<file path="src/rtl/operand_sel_pkg.sv">
// Shared constants and helpers for the operand select pipeline.
// Holds the immediate-extension modes and the sel-width helper.
package operand_sel_pkg;

  localparam logic EXT_ZERO = 1'b0;
  localparam logic EXT_SIGN = 1'b1;

  // sel must encode every source plus the immediate slot
  function automatic int sel_w(input int num_src);
    return $clog2(num_src + 1);
  endfunction

endpackage

</file>
<file path="src/rtl/operand_sel_pipe_if.sv">
// Handshake bundle between a producer, operand_sel_pipe and its consumer.
// master drives the input fields and out_ready; slave is the pipe itself.
interface operand_sel_pipe_if
  import operand_sel_pkg::*;
#(
  parameter int DATA_W  = 32,
  parameter int IMM_W   = 14,
  parameter int NUM_SRC = 4
) ();

  localparam int SEL_W = sel_w(NUM_SRC);

  logic [NUM_SRC*DATA_W-1:0] src;
  logic [IMM_W-1:0]          imm;
  logic [SEL_W-1:0]          sel;
  logic                      ext_sign;
  logic                      in_valid;
  logic                      in_ready;
  logic [DATA_W-1:0]         out_data;
  logic                      out_err;
  logic                      out_valid;
  logic                      out_ready;

  modport master (
    output src, imm, sel, ext_sign, in_valid, out_ready,
    input  in_ready, out_data, out_err, out_valid
  );

  modport slave (
    input  src, imm, sel, ext_sign, in_valid, out_ready,
    output in_ready, out_data, out_err, out_valid
  );

endinterface

</file>
<file path="src/rtl/skid_buffer.sv">
// Two-entry valid/ready buffer: output register plus skid register.
// Ports: clk, rst, in_valid_i/in_data_i/in_ready_o, out_valid_o/out_data_o/out_ready_i.
module skid_buffer #(
  parameter int W = 33
) (
  input  logic         clk,
  input  logic         rst,
  input  logic         in_valid_i,
  input  logic [W-1:0] in_data_i,
  output logic         in_ready_o,
  output logic         out_valid_o,
  output logic [W-1:0] out_data_o,
  input  logic         out_ready_i
);

  logic         out_valid_q, out_valid_d;
  logic [W-1:0] out_data_q, out_data_d;
  logic         skid_valid_q, skid_valid_d;
  logic [W-1:0] skid_data_q, skid_data_d;
  logic         in_ready_q;
  logic         in_xfer, out_xfer;

  assign in_xfer  = in_valid_i && in_ready_q;
  assign out_xfer = out_valid_q && out_ready_i;

  always_comb begin
    out_valid_d  = out_valid_q;
    out_data_d   = out_data_q;
    skid_valid_d = skid_valid_q;
    skid_data_d  = skid_data_q;
    if (out_xfer || !out_valid_q) begin
      // output slot frees up: skid has priority to keep order
      if (skid_valid_q) begin
        out_valid_d  = 1'b1;
        out_data_d   = skid_data_q;
        skid_valid_d = 1'b0;
      end else if (in_xfer) begin
        out_valid_d = 1'b1;
        out_data_d  = in_data_i;
      end else begin
        out_valid_d = 1'b0;
      end
    end else if (in_xfer) begin
      skid_valid_d = 1'b1;
      skid_data_d  = in_data_i;
    end
  end

  always_ff @(posedge clk) begin
    if (rst) begin
      out_valid_q  <= 1'b0;
      out_data_q   <= '0;
      skid_valid_q <= 1'b0;
      skid_data_q  <= '0;
      in_ready_q   <= 1'b0;
    end else begin
      out_valid_q  <= out_valid_d;
      out_data_q   <= out_data_d;
      skid_valid_q <= skid_valid_d;
      skid_data_q  <= skid_data_d;
      // registered ready: no path from out_ready_i
      in_ready_q   <= !skid_valid_d;
    end
  end

  assign in_ready_o  = in_ready_q;
  assign out_valid_o = out_valid_q;
  assign out_data_o  = out_data_q;

endmodule

</file>
<file path="src/rtl/operand_sel_pipe.sv">
// Selects one of NUM_SRC sources or the extended immediate, 1-cycle pipe.
// Ports: clk, rst, bus (slave: src/imm/sel/ext_sign/in_* in, out_* out).
module operand_sel_pipe
  import operand_sel_pkg::*;
#(
  parameter int DATA_W  = 32,
  parameter int IMM_W   = 14,
  parameter int NUM_SRC = 4
) (
  input logic               clk,
  input logic               rst,
  operand_sel_pipe_if.slave bus
);

  localparam int SEL_W = sel_w(NUM_SRC);
  localparam logic [SEL_W-1:0] SEL_IMM = SEL_W'(NUM_SRC);

  logic [DATA_W-1:0] imm_ext;
  logic [DATA_W-1:0] op_data;
  logic              op_err;
  logic [DATA_W:0]   out_pl;

  generate
    if (IMM_W == DATA_W) begin : g_imm_full
      assign imm_ext = bus.imm;
    end else begin : g_imm_ext
      logic fill;
      assign fill = (bus.ext_sign == EXT_SIGN) && bus.imm[IMM_W-1];
      assign imm_ext = {{(DATA_W-IMM_W){fill}}, bus.imm};
    end
  endgenerate

  // anything above SEL_IMM falls through as an illegal select
  always_comb begin
    op_data = '0;
    op_err  = 1'b1;
    if (bus.sel == SEL_IMM) begin
      op_data = imm_ext;
      op_err  = 1'b0;
    end
    for (int k = 0; k < NUM_SRC; k++) begin
      if (bus.sel == SEL_W'(k)) begin
        op_data = bus.src[k*DATA_W +: DATA_W];
        op_err  = 1'b0;
      end
    end
  end

  skid_buffer #(
    .W(DATA_W + 1)
  ) u_skid (
    .clk        (clk),
    .rst        (rst),
    .in_valid_i (bus.in_valid),
    .in_data_i  ({op_err, op_data}),
    .in_ready_o (bus.in_ready),
    .out_valid_o(bus.out_valid),
    .out_data_o (out_pl),
    .out_ready_i(bus.out_ready)
  );

  assign bus.out_err  = out_pl[DATA_W];
  assign bus.out_data = out_pl[DATA_W-1:0];

endmodule

</file>
<file path="src/flat_wrapper.sv">
// flat-port wrapper written by rule: the top's interface ports become plain ports
module operand_sel_pipe_flat import operand_sel_pkg::*;
#(
  parameter int DATA_W  = 32,
  parameter int IMM_W   = 14,
  parameter int NUM_SRC = 4
)
  (clk, rst, bus_src, bus_imm, bus_sel, bus_ext_sign, bus_in_valid, bus_out_ready, bus_in_ready, bus_out_data, bus_out_err, bus_out_valid);
  operand_sel_pipe_if #(.DATA_W(DATA_W), .IMM_W(IMM_W), .NUM_SRC(NUM_SRC)) bus_i ();
  input logic clk;
  input logic rst;
  input wire logic [$bits(bus_i.src)-1:0] bus_src;
  input wire logic [$bits(bus_i.imm)-1:0] bus_imm;
  input wire logic [$bits(bus_i.sel)-1:0] bus_sel;
  input wire logic [$bits(bus_i.ext_sign)-1:0] bus_ext_sign;
  input wire logic [$bits(bus_i.in_valid)-1:0] bus_in_valid;
  input wire logic [$bits(bus_i.out_ready)-1:0] bus_out_ready;
  output wire logic [$bits(bus_i.in_ready)-1:0] bus_in_ready;
  output wire logic [$bits(bus_i.out_data)-1:0] bus_out_data;
  output wire logic [$bits(bus_i.out_err)-1:0] bus_out_err;
  output wire logic [$bits(bus_i.out_valid)-1:0] bus_out_valid;
  assign bus_i.src = bus_src;
  assign bus_i.imm = bus_imm;
  assign bus_i.sel = bus_sel;
  assign bus_i.ext_sign = bus_ext_sign;
  assign bus_i.in_valid = bus_in_valid;
  assign bus_i.out_ready = bus_out_ready;
  assign bus_in_ready = bus_i.in_ready;
  assign bus_out_data = bus_i.out_data;
  assign bus_out_err = bus_i.out_err;
  assign bus_out_valid = bus_i.out_valid;
  operand_sel_pipe #(.DATA_W(DATA_W), .IMM_W(IMM_W), .NUM_SRC(NUM_SRC)) u_core (.clk(clk), .rst(rst), .bus(bus_i));
endmodule
</file>
<file path="config.mk">
export PLATFORM = sky130hd
export DESIGN_NAME = operand_sel_pipe_flat
export DESIGN_NICKNAME = d
export VERILOG_FILES = /design/src/rtl/operand_sel_pkg.sv /design/src/rtl/operand_sel_pipe_if.sv /design/src/rtl/skid_buffer.sv /design/src/rtl/operand_sel_pipe.sv /design/src/flat_wrapper.sv
export SDC_FILE = /design/constraint.sdc
export NUM_CORES = 1
export LEC_CHECK = 0
export ABC_AREA = 1
export ABC_CLOCK_PERIOD_IN_PS = 1300
export BUFFER_PORTS_ARGS = -buffer_cell sky130_fd_sc_hd__buf_2
export CAP_MARGIN = 10
export CORE_MARGIN = 3
export CORE_UTILIZATION = 43
export DETAILED_ROUTE_END_ITERATION = 10
export GPL_ROUTABILITY_DRIVEN = 0
export PLACE_DENSITY = 0.79
export RECOVER_POWER = 50
export SLEW_MARGIN = 20
export SYNTH_ARGS = -nofsm -noshare
export SYNTH_HDL_FRONTEND = slang
export SYNTH_SLANG_ARGS = --single-unit
</file>
<file path="constraint.sdc">
create_clock -name clk -period 1.3 [get_ports clk]
set_input_delay 0 -clock clk [delete_from_list [all_inputs] [get_ports clk]]
set_output_delay 0 -clock clk [all_outputs]
set_load 0.02 [all_outputs]
</file>
==> After elaboration in Yosys (flattened, before gate mapping) <==
Index checks and enable logic that the tools add are counted.
{ "totals": {"wordCells": 36, "regBits": 69, "out_inout_bits": 35} }
{ "op_classes": {"n_eq_ne": 4, "n_mux": 16, "bitwise": 1, "n_reduce_logical": 10} }
{ "op_table": {"columns": ["operator", "n"], "rows": [
  ["$mux W32", 5],
  ["$mux W33", 2],
  ["$mux W1", 9],
  ["$eq A3 B2 Y1 const B", 2],
  ["$reduce_and A2 Y1", 2],
  ["$eq A3 B1 Y1 const B", 1],
  ["$eq A3 B3 Y1 const B", 1],
  ["$logic_and A1 B1 Y1", 3],
  ["$logic_not A3 Y1", 1],
  ["$logic_not A1 Y1", 2],
  ["$reduce_bool A2 Y1", 1],
  ["$logic_or A1 B1 Y1", 1],
  ["$not A1 Y1", 1]
]} }

==> Logic depth before layout (Yosys ltp) <==
{ "logic_depth": {"word_depth": 8, "ltp_mapped": 11} }

==> By module <==
A second synthesis with hierarchy kept.
{ "hier_totals": {"cells_unflattened": 807, "area_unflattened_um2": 4498.1} }
{ "by_module_without_submodules": {"columns": ["module", "seq_area_each_um2", "n_inst", "area_each_um2", "cells_each"], "rows": [
  ["skid_buffer", 1381.3, 1, 3220.6, 506],
  ["operand_sel_pipe", 0.0, 1, 1277.5, 301]
]} }

==> Least setup slack after synthesis <==
Ideal clock, no wire load.
{ "synth_path": {"kind": "reg2reg", "from": "register u_core.u_skid.out_valid_q (netlist: u_core.u_skid.out_valid_o)", "to": "register u_core.u_skid.skid_data_q[23]", "setup_ns": 0.057, "stages_incl_launch_ff": 11, "slack_ns": -0.109, "t_arrival_ns": 1.352, "cell_sequence": "dfxtp_1 > inv_1 > nor2_2 > inv_1 > nor3_2 > buf_4 > buf_4 > nor2_1 > nor2_1 > o21ai_0 > inv_1"} }
{ "synth_between": {"elab_chain_cells": 4} }
{ "synth_lines": {"columns": ["item", "line", "source"], "rows": [
  ["start: declaration", "skid_buffer.sv:16", "logic out_valid_q, out_valid_d;"],
  ["start signal: assignment", "skid_buffer.sv:57", "out_valid_q <= out_valid_d;"],
  ["$logic_and A1 B1 Y1 / $logic_not A1 Y1 (equally long branches)", "skid_buffer.sv:24, skid_buffer.sv:31", null],
  ["$logic_or A1 B1 Y1 (*)", "skid_buffer.sv:31", "if (out_xfer || !out_valid_q) begin"],
  ["$not A1 Y1 (no line) (*)", null, null],
  ["$reduce_and A2 Y1 (no line) (*)", null, null],
  ["end signal: assignment", "skid_buffer.sv:60", "skid_data_q <= skid_data_d;"],
  ["end: declaration", "skid_buffer.sv:19", "logic [W-1:0] skid_data_q, skid_data_d;"]
]} }
Every way passes the cells marked *; elsewhere a longest branch is shown, timed or not.
A chain may end at the register's enable or synchronous reset.

==> Worst setup path in the final report <==
{ "layout_path": {"from": "register u_core.u_skid.out_valid_q (netlist: u_core.u_skid.out_valid_o)", "to": "register u_core.u_skid.skid_data_q[18]"} }
The elaborated chain is that of the path after synthesis.

==> metrics.md <==
| Metric | Value |
|---|---|
| DRT iter0 DRCs | `291` |
| Hold Path End | `u_core.u_skid.skid_data_q[14]` |
| Number of antenna diodes | `0` |
| Most common cell after layout, fill and taps aside | `buf_2` |
| Status | `finished, violations left` |
| P&R area growth vs syn | `35.2%` |
| Period utilization | `1.05` |
| Avg Vias per Cell | `4.99` |
| HP Start | `bus_src[78]` |
| CTS H-tree depth | `3` |
| WP data arrival | `1.66 ns` |
| Worst setup EP type | `flip-flop` |
| Post-layout min period | `1.37 ns` |
| Tightest Hold Check Type | `in2reg` |
| Initial antenna violation count | `0` |
| WS Path Type | `reg2reg` |
| Mapped cell area | `4150 sq um` |
| Synth cell types | `25` |
| Total power | `0.00498 W` |
| Synthesis-stage register bit count | `69` |
| Cells after Synth | `666` |
| Vias in the first global route | `4546` |
| Die W | `104 um` |
| Syn avg cell area | `6.23 sq um` |
| Final WS setup | `-0.0654 ns` |
| Clock Skew | `0.00704 ns` |
| Worst-path clk slew | `0.07 ns` |
| DRT Wirelength | `13700 um` |
| CTS tree | `yes` |
| Power density cells | `888 nW/um^2` |
| Crit-path max FO | `6` |
| CTS Sinks | `69` |
| I/O Pins | `185` |
| Drt drc | `0` |
| Worst Tran Pin Value | `0.388 ns` |
| First-pass iteration count of the detailed router | `5` |
| IO buf count | `184` |
| Nets | `1003` |
| DP HPWL | `9440 um` |
| MaxCap Viol Count | `0` |
| GRT overflow | `0` |
| Syn nets | `816` |
| Most frequent cells in the layout | `165 x buf_2, 131 x nand2_1, 102 x nor2_1, 77 x nand3_1, 68 x a21oi_1` |
| FF-to-FF Start | `u_core.u_skid.out_valid_o` |
| Initial core utilization | `0.445` |
| Clock latency on the worst-skew pair | `0.35 ns` |
| Die height | `104 um` |
| CP Launch Type | `flip-flop` |
| Root buffer cell | `clkbuf_8` |
| Synth warn | `0` |
| Routed WL per cell | `13.8 um` |
| RSZ-0062 raised after global routing | `yes` |
| DP Worst Slack | `-0.124 ns` |
| Rel. slew slack | `0.742` |
| Sequential share of the synthesized area | `0.333` |
| GRT Overall Usage | `0.241` |
| Setup Viol. Count Final | `17` |
| First-pass GRT wire length | `21500 um` |
| Largest net degree at the start of global routing | `47` |
| Leakage | `2.94 nW` |
| Core ar. | `9330 sq um` |
| Worst r2r dst | `u_core.u_skid.skid_data_q[18]` |
| Failing checks | `negative setup slack` |
| Die area | `10900 sq um` |
| Depth of the worst hold-timing path | `5` |
| R2R Setup Slk | `-0.07 ns` |
| Via count | `4927` |
| CTS Buffer Depth | `2` |
| # rows | `35` |
| Antenna Nets Post-Route | `0` |
| Cells on worst reg2reg path | `11` |
| Crit path required time | `1.59 ns` |
| Share of layout cells above drive strength 1 | `0.284` |
| Inserted Clock Buffers | `9` |
| VDD IR max | `0.478 mV` |
| Highest clock rate | `0.732 GHz` |
| Final Hold Viols | `0` |
| Max Slew Vio Count | `0` |
cell families (layout without fill, tap and decap cells):
family                 Yosys count  after routing  share of synthesized area
DFF                             69             69                      0.333
and+or+nand+nor                350            350                      0.374
AOI/OAI and AO/OA              135            135                      0.164
buffers and inverters          112            304                      0.129
routing by layer:
metal,vias up,track usage,wire (um)
met4,0,0.0788,221
met3,18,0.0490,1010
met2,204,0.429,6770
met5,-,0,0
met1,2182,0.290,5660
li1,2523,-,-
worst max path at each step:
stage,from,to,slack [ns],cells after the start
5_1_grt,u_core.u_skid.out_valid_o,u_core.u_skid.skid_data_q[15],-0.13,11
4_1_cts,u_core.u_skid.out_valid_o,u_core.u_skid.skid_data_q[15],-0.03,8
2_1_floorplan,u_core.u_skid.out_valid_o,u_core.u_skid.skid_data_q[23],-0.02,10
3_3_place_gp,u_core.u_skid.out_valid_o,u_core.u_skid.out_data_o[19],-0.04,7
6_report,u_core.u_skid.out_valid_o,u_core.u_skid.skid_data_q[18],-0.07,11
3_5_place_dp,u_core.u_skid.out_valid_o,u_core.u_skid.out_data_o[11],-0.12,7
worst max-delay path, stage by stage, from the launching register on:
cell and delay [ns]:
dfxtp_4 0.34, inv_2 0.04, nor2_4 0.08, inv_2 0.06, nor3_4 0.13, buf_6 0.16, buf_6 0.12, buf_6 0.14
nor2_1 0.05, nor2_1 0.07, o21ai_1 0.07, inv_1 0.05
flip-flops by register name (all words and copies together) (netlist names):
register,cells
u_core.u_skid.skid_data_q,33
u_core.u_skid.out_data_o,33
u_core.u_skid.in_ready_o,1
u_core.u_skid.out_valid_o,1
u_core.u_skid.skid_valid_q,1
stage by stage:
| stage | setup TNS (ns) | utilization | instances | hold slack (ns) | cell area [sq um] |
|---|---|---|---|---|---|
| global placement | -1.47 | 0.560 | 957 | 0.348 | 5220 |
| detailed placement | -3.33 | 0.560 | 957 | 0.352 | 5220 |
| floorplan | -0.238 | - | 666 | 0.155 | 4160 |
| global route | -3.76 | 0.601 | 987 | 0.0329 | 5610 |
| CTS | -0.231 | 0.586 | 980 | 0.000747 | 5470 |
| finish | -0.687 | 0.601 | 987 | 0.00783 | 5610 |
repair_timing:
item	CTS	global route
endpoints found under the hold margin	5	0
resized for setup	6	36
buffers inserted	0	3
pin swaps	0	1
cloned	0	4
endpoints found under the setup margin	65	62
hold buffers	7	0
area by class of cell:
cell class,instances,area (sq um)
Sequential cell,69,1390
Multi-Input combinational cell,485,2280
Inverter,65,262
Clock buffer,15,166
Tap cell,129,161
Timing Repair Buffer,223,1350
Fill cell,926,3720
Clock inverter,1,5.00
where the power goes:
group	switching [W]	leakage, nW	internal (W)
clock network	0.000760	0.0877	0.000798
logic	0.000687	2.29	0.000472
registers	0.0000524	0.564	0.00221
synth_stat cells:
cell	n	area [sq um]
a21oi_1	68	340
buf_1	2	7.51
buf_2	13	65.1
buf_4	9	67.6
buf_6	8	90.1
clkbuf_1	15	56.3
dfxtp_1	69	1380
inv_1	59	221
inv_2	5	18.8
inv_6	1	8.76
nand2_1	132	495
nand2_2	1	6.26
nand2_4	1	11.3
nand3_1	77	385
nand3_4	2	35.0
nand4_1	14	87.6
nor2_1	104	390
nor2_2	1	6.26
nor2_4	4	45.0
nor3_2	1	10.0
o21ai_0	52	260
o21ai_1	14	70.1
o21ai_2	1	8.76
or2_1	10	62.6
or2_2	3	18.8
Power figures use the tool's default switching activity.
